### src/rtl/bus_arbiter.sv
// Round-robin arbiter with maximum-tenure timeout driving one-hot tri-state bus chip selects.
// Define BUS_TURNAROUND_EN to insert a one-cycle all-zero TURN state between bus owners.
module bus_arbiter #(
    parameter int N_REQ    = 4,
    parameter int MAX_HOLD = 16,
    parameter int OWN_W    = $clog2(N_REQ)
) (
    input  logic             clk,
    input  logic             rst,
    input  logic [N_REQ-1:0] req,
    output logic [N_REQ-1:0] gnt,
    output logic [OWN_W-1:0] owner,
    output logic             busy,
    output logic             timeout
);

    localparam int                HOLD_W   = $clog2(MAX_HOLD + 1);
    localparam logic [HOLD_W-1:0] HOLD_MAX = HOLD_W'(MAX_HOLD);
    localparam logic [HOLD_W-1:0] HOLD_ONE = HOLD_W'(1);
    localparam logic [OWN_W-1:0]  LAST     = OWN_W'(N_REQ - 1);

    typedef enum logic [1:0] {
        IDLE,
        GRANT
`ifdef BUS_TURNAROUND_EN
        , TURN
`endif
    } state_t;

    // Returns {found, index} of the first set request scanning from start, wrapping.
    function automatic logic [OWN_W:0] rr_pick(input logic [N_REQ-1:0] r,
                                               input logic [OWN_W-1:0] start);
        logic             found;
        logic [OWN_W-1:0] idx;
        int unsigned      pos;
        found = 1'b0;
        idx   = '0;
        for (int unsigned i = 0; i < N_REQ; i++) begin
            pos = 32'(start) + i;
            if (pos >= N_REQ) pos = pos - N_REQ;
            if (!found && r[pos[OWN_W-1:0]]) begin
                found = 1'b1;
                idx   = pos[OWN_W-1:0];
            end
        end
        return {found, idx};
    endfunction

    state_t            state, state_nxt;
    logic [HOLD_W-1:0] hold_cnt, hold_nxt;
    logic [OWN_W-1:0]  ptr, ptr_nxt, ptr_rel;
    logic [N_REQ-1:0]  gnt_nxt;
    logic [OWN_W-1:0]  owner_nxt;
    logic              busy_nxt;
    logic              timeout_nxt;
    logic              grant_new;
    logic [OWN_W-1:0]  grant_idx;
    logic              forced;
    logic [OWN_W:0]    pick_idle;
`ifndef BUS_TURNAROUND_EN
    logic [OWN_W:0]    pick_rel;
`endif

    // The releasing master becomes lowest priority.
    assign ptr_rel   = (owner == LAST) ? '0 : owner + 1'b1;
    assign pick_idle = rr_pick(req, ptr);
`ifndef BUS_TURNAROUND_EN
    assign pick_rel  = rr_pick(req, ptr_rel);
`endif

    always_ff @(posedge clk or posedge rst) begin
        if (rst) begin
            state    <= IDLE;
            hold_cnt <= '0;
            ptr      <= '0;
            gnt      <= '0;
            owner    <= '0;
            busy     <= 1'b0;
            timeout  <= 1'b0;
        end else begin
            state    <= state_nxt;
            hold_cnt <= hold_nxt;
            ptr      <= ptr_nxt;
            gnt      <= gnt_nxt;
            owner    <= owner_nxt;
            busy     <= busy_nxt;
            timeout  <= timeout_nxt;
        end
    end

    always_comb begin
        state_nxt = state;
        hold_nxt  = hold_cnt;
        ptr_nxt   = ptr;
        grant_new = 1'b0;
        grant_idx = pick_idle[OWN_W-1:0];
        forced    = 1'b0;
        case (state)
            GRANT: begin
                if (!req[owner] || hold_cnt == HOLD_MAX) begin
                    // A drop on the final allowed cycle counts as a normal release.
                    forced   = req[owner];
                    ptr_nxt  = ptr_rel;
                    hold_nxt = '0;
`ifdef BUS_TURNAROUND_EN
                    state_nxt = TURN;
`else
                    grant_idx = pick_rel[OWN_W-1:0];
                    if (pick_rel[OWN_W]) begin
                        grant_new = 1'b1;
                        hold_nxt  = HOLD_ONE;
                        state_nxt = GRANT;
                    end else begin
                        state_nxt = IDLE;
                    end
`endif
                end else begin
                    hold_nxt = (hold_cnt == HOLD_MAX) ? hold_cnt : hold_cnt + 1'b1;
                end
            end
            default: begin
                if (pick_idle[OWN_W]) begin
                    grant_new = 1'b1;
                    hold_nxt  = HOLD_ONE;
                    state_nxt = GRANT;
                end else begin
                    state_nxt = IDLE;
                end
            end
        endcase
    end

    always_comb begin
        gnt_nxt     = gnt;
        owner_nxt   = owner;
        busy_nxt    = busy;
        timeout_nxt = forced;
        if (grant_new) begin
            gnt_nxt   = N_REQ'(1) << grant_idx;
            owner_nxt = grant_idx;
            busy_nxt  = 1'b1;
        end else if (state_nxt != GRANT) begin
            gnt_nxt  = '0;
            busy_nxt = 1'b0;
        end
    end

    assert property (@(posedge clk) disable iff (rst) $onehot0(gnt));
    assert property (@(posedge clk) disable iff (rst) busy == (|gnt));

endmodule

### config.mk
export PLATFORM = sky130hd
export DESIGN_NAME = bus_arbiter
export DESIGN_NICKNAME = d
export VERILOG_FILES = /design/src/rtl/bus_arbiter.sv
export SDC_FILE = /design/constraint.sdc
export NUM_CORES = 1
export LEC_CHECK = 0
export BUFFER_PORTS_ARGS = -buffer_cell sky130_fd_sc_hd__buf_2
export CORE_ASPECT_RATIO = 0.9
export CORE_MARGIN = 10
export CORE_UTILIZATION = 35
export CTS_BUF_LIST = sky130_fd_sc_hd__clkbuf_16
export DETAILED_ROUTE_END_ITERATION = 16
export GPL_TIMING_DRIVEN = 0
export PLACE_DENSITY = 0.62
export SLEW_MARGIN = 40
export SYNTH_ARGS = -nofsm -noshare
export SYNTH_HDL_FRONTEND = slang
export SYNTH_SLANG_ARGS = --single-unit
### constraint.sdc
create_clock -name clk -period 2.35 [get_ports clk]
set_clock_uncertainty 0.05 [all_clocks]
set_input_delay 0.235 -clock clk [delete_from_list [all_inputs] [get_ports clk]]
set_output_delay 0.235 -clock clk [all_outputs]
set_load 0.02 [all_outputs]
* Yosys cells after proc, flatten, opt, wreduce, memory -nomap -nowiden
Cells that the tools add are included.
** Cells by class
- Add/sub/neg operators :: 16
- $mul :: 0
- Divide/modulo/power cells :: 0
- Order comparisons :: 17
- Eq/ne operators :: 5
- Shift operators :: 1
- Muxes and demuxes :: 64
- Bitwise operators :: 0
- Reduce and logical (&&, ||, !) cells :: 18
** Operators with widths (number)
- 2-to-1 mux 2 bit :: 21
- 2-to-1 mux 1 bit :: 28
- < comparator 2 x 3 -> 1 bit (second input constant) :: 9
- 2-to-1 mux 5 bit :: 4
- binary-select mux 1 bit (select 2 bit) :: 9
- greater-or-equal comparator 3 bit (second input constant) :: 6
- subtractor 2 x 1 -> 2 bit (second input constant) :: 8
- adder 2 x 2 -> 3 bit (second input constant) :: 4
- 2-to-1 mux 4 bit :: 2
- logical NOT 1 bit :: 7
- adder 2 x 1 -> 3 bit (second input constant) :: 2
- greater-or-equal comparator 2 x 3 -> 1 bit (second input constant) :: 2
- logical AND 1 bit :: 6
- adder 5 x 1 -> 5 bit (second input constant) :: 1
- == test 5 bit (second input constant) :: 1
- AND reduction 2 bit :: 2
- nonzero test 2 bit :: 2
- << shifter 1 x 2 -> 4 bit (first input constant) :: 1
- inequality test 3 bit (second input constant) :: 1
- adder 2 x 1 -> 2 bit (second input constant) :: 1
- == test 2 x 1 -> 1 bit (second input constant) :: 1
- == test 2 bit (second input constant) :: 1
- inequality test 2 x 1 -> 1 bit (second input constant) :: 1
- logical OR 1 bit :: 1
** Storage, ports and cells
- Register bits :: 17
- Latch bits :: 0
- Bits in writable memories :: 0
- Bits in read-only memories :: 0
- Bits of input ports :: 6
- Output and inout bits :: 8
- Word-level logic and storage cells :: 128
- Memories :: 0

* Logic depth before layout (Yosys ltp)
- Depth in word-level cells :: 22
- Mapped depth :: 8
- Gate-level depth less buffers :: 7

* Worst setup path before layout
OpenSTA, ideal clock, no wires.
- Kind :: reg-to-reg
- Start :: reg owner[1]
- End :: reg gnt[1]
- Setup time :: 0.122 ns
- Arrival :: 1.846 ns
- Required time :: 2.178 ns
- Setup slack :: 0.332 ns
- Stages on the path, launching flop included :: 6
- Path buffers :: 0
- Period minus slack after synthesis :: 2.018 ns
- Path through :: dfrtp_1 > mux4_2 > a21boi_4 > nor4_2 > a31o_1 > a32o_1
** On the way
- Longest elaborated chain between the ends :: 21
- Elaborated cells on any way between the ends :: 56
- Those cells by class :: add/sub (8); order compare (4); eq/ne (2); shift (1); mux (32); reduce/logical (9)
** Ends and longest elaborated chain
- start: declaration :: line 12 : output logic [OWN_W-1:0] owner,
- start signal: assignment :: line 85 : owner <= owner_nxt;
- branches (longest 21 deep; another with adder 2 x 1 -> 3 bit)
- end signal: assignment :: line 84 : gnt <= gnt_nxt;
- end: declaration :: line 11 : output logic [N_REQ-1:0] gnt,
Several ways; the timed one is not identified. The select of a mux whose other input is x is not followed.
A chain may end at the register's enable or synchronous reset.

* Worst setup path in the final report
Ends and elaborated chain as after synthesis.

==> metrics.md <==
| Metric | Value |
|---|---|
| Residual DRC | `0` |
| Final Wtd Congestion | `0.809` |
| Crit path launch type | `flip-flop` |
| Status | `complete, no violations` |
| Clock transition at path regs | `50 ps` |
| Tcrit/Tclk final | `87.6%` |
| Vias in the first global route | `863` |
| Initial antenna violation count | `0` |
| Via/cell ratio | `5.11` |
| R2R setup slack | `290 ps` |
| Layout Utilization | `44.0%` |
| Width of the chip | `77.5 µm` |
| Sequential area share after synthesis | `40.8%` |
| Commonest cells in the netlist | `17 x dfrtp_1, 12 x nand2_1, 8 x nor2_1` |
| Crit path kind | `reg2reg` |
| TNS Setup | `0 ps` |
| Tot Pwr | `1.49 mW` |
| Filler Cell Count | `287` |
| Pre-CTS setup slack | `296 ps` |
| VDD IR max | `0.000633 V` |
| WP data required | `2430 ps` |
| Final ANT Viol Nets | `0` |
| GR Util All Layers | `8.44%` |
| Synth Register Bits | `17` |
| Hold crit path type | `in2async` |
| Post-cts resize count | `0` |
| Leak pwr | `0.560 nW` |
| Ports | `14` |
| Unrepaired setup endpoints after global routing | `no` |
| Slew headroom | `59.7%` |
| Async S/R FF share, synth | `100%` |
| Wire per inst | `13.6 µm` |
| WL final | `2200 µm` |
| Maxcap violations | `0` |
| Cell taking the most area after synthesis | `dfrtp_1` |
| EDFF count, synth | `0` |
| CTS Buf Count | `3` |
| Post-Syn Area | `0.00104 mm²` |
| Nets@finish | `131` |
| Layout area overhead | `17.8%` |
| Core Area | `0.00279 mm²` |
| Skew-Pair Late Insertion Delay | `250 ps` |
| Final max-slew violation count | `0` |
| Synth area leaders | `dfrtp_1 41%, nand2_1 4.3%, ha_1 3.6%, a21oi_1 3.4%, buf_6 3.2%` |
| First-pass GRT wire length | `3900 µm` |
| Clk buf depth | `2` |
| # rows | `18` |
| Final setup vio count | `0` |
| Final setup margin | `292 ps` |
| FF+latch area | `425 µm²` |
| Die height | `71.8 µm` |
| Hold buffer count at CTS | `0` |
| Layout Cells excl Fill | `161` |
| Final min period | `2060 ps` |
| Largest net degree at the start of global routing | `18` |
| Max Freq | `0.486 GHz` |
| Post-CTS Setup Inserts | `0` |
| Die area | `0.00556 mm²` |
| # diodes | `0` |
| Worst Setup End Kind | `flip-flop` |
| Critical path's slowest cell | `mux4_2` |
| Detailed-placement wirelength estimate | `1670 µm` |
| Gr ovfl total | `0` |
| TritonCTS clock tree | `done` |
| Fraction of final layout cells sized beyond drive strength 1 | `24.0%` |
| Htree depth | `1` |
| Slew @ Worst Pin | `603 ps` |
| IO Port Bufs | `11` |
| Multi-input gate area | `547 µm²` |
| Crit-path max FO | `8` |
| Avg Inst Size Synth | `9.83 µm²` |
| Initial DRC Count | `10` |
| Final Hold Fails | `0` |
| Total number of vias | `822` |
| Mapped Cells | `106` |
| Top cell type's share of synthesized area | `40.8%` |
| CP Cell Sequence | `mux4_2 > a21boi_4 > nor4_2 > a31o_1 > a32o_1` |
| Clock sink count | `17` |
| Starting Density | `37.3%` |
| PD cells | `1210 mW/mm²` |
| Most frequent cell after synthesis | `dfrtp_1` |
| Placed cells | `157` |
| Root Buffer | `clkbuf_16` |
| Net Count, Synth | `115` |
| Distinct cell type count after synthesis | `36` |
| Drt pass-1 iters | `4` |
| Main synth FF type | `dfrtp_1` |
| CP max stage delay | `600 ps` |
| Synth warn | `0` |
| Crit path DAT | `2140 ps` |
## layer usage
| layer | vias to the layer above | routed length, µm | GRT usage, % |
|---|---|---|---|
| li1 | 412 | - | - |
| met1 | 389 | 1030 | 10.1 |
| met2 | 17 | 1080 | 14.5 |
| met3 | 4 | 52 | 1.75 |
| met4 | 0 | 31 | 3.44 |
| met5 | - | 0 | 0 |
## cells in the final DEF (no fill, tap or decap), drive strengths merged, types with 3 or more instances in the layout
master and count:
a21o 3, a21oi 7, a31oi 3, buf 16, clkbuf 3, dfrtp 17, ha 3, inv 7
nand2 12, nand2b 3, nand3 3, nor2 9, o21ai 6, o31ai 4
## sequential cells by signal, summed over array words and instances, names as in the netlist
name	flops
gnt	4
owner	2
timeout	1
state	2
busy	1
ptr	2
hold_cnt	5
## area by class of cell
cell class	instances	area share (%)
Sequential cell	17	34.7
Tap cell	40	4.08
Clock inverter	1	0.408
Multi-Input combinational cell	77	44.5
Clock buffer	3	6.12
Buffer	5	3.57
Inverter	7	2.14
Timing Repair Buffer	11	4.49
## final timing paths
path,start,endpoint,depth (start not counted)
setup / recovery,owner[1],gnt[1],5
hold / removal,rst,ptr[1],2
setup reg to reg,owner[1],gnt[1],5
hold reg to reg,busy,busy,2
max in group asynchronous,rst,owner[1],2
min in group clk,req[3],state[0],3
## where the power goes
part | internal, mW | switching (mW)
registers | 0.374 | 0.0745
logic | 0.300 | 0.401
clock network | 0.228 | 0.110
## through the flow
step / hold WS [ps] / area [µm²]
2_1_floorplan: 111 / 1040
3_3_place_gp: 294 / 1150
3_5_place_dp: 290 / 1150
4_1_cts: 27.5 / 1230
5_1_grt: 69.4 / 1230
6_report: 0.670 / 1230
## cell families after synthesis
group,Yosys count,synth area share (%)
simple gates,35,20.5
buf+inv,12,6.72
fa+ha+maj,3,3.60
flops,17,40.8
mux,3,4.20
other cells,1,0.360
compound gates,35,23.8
## critical path: cells and delay by family, from the launching register on
family           cells  cell delay [ps]
AO/OA/AOI/OAI        3              770
flip-flops           1              410
AND/OR/NAND/NOR      1              100
multiplexers         1              600
Power figures use the tool's default switching activity.
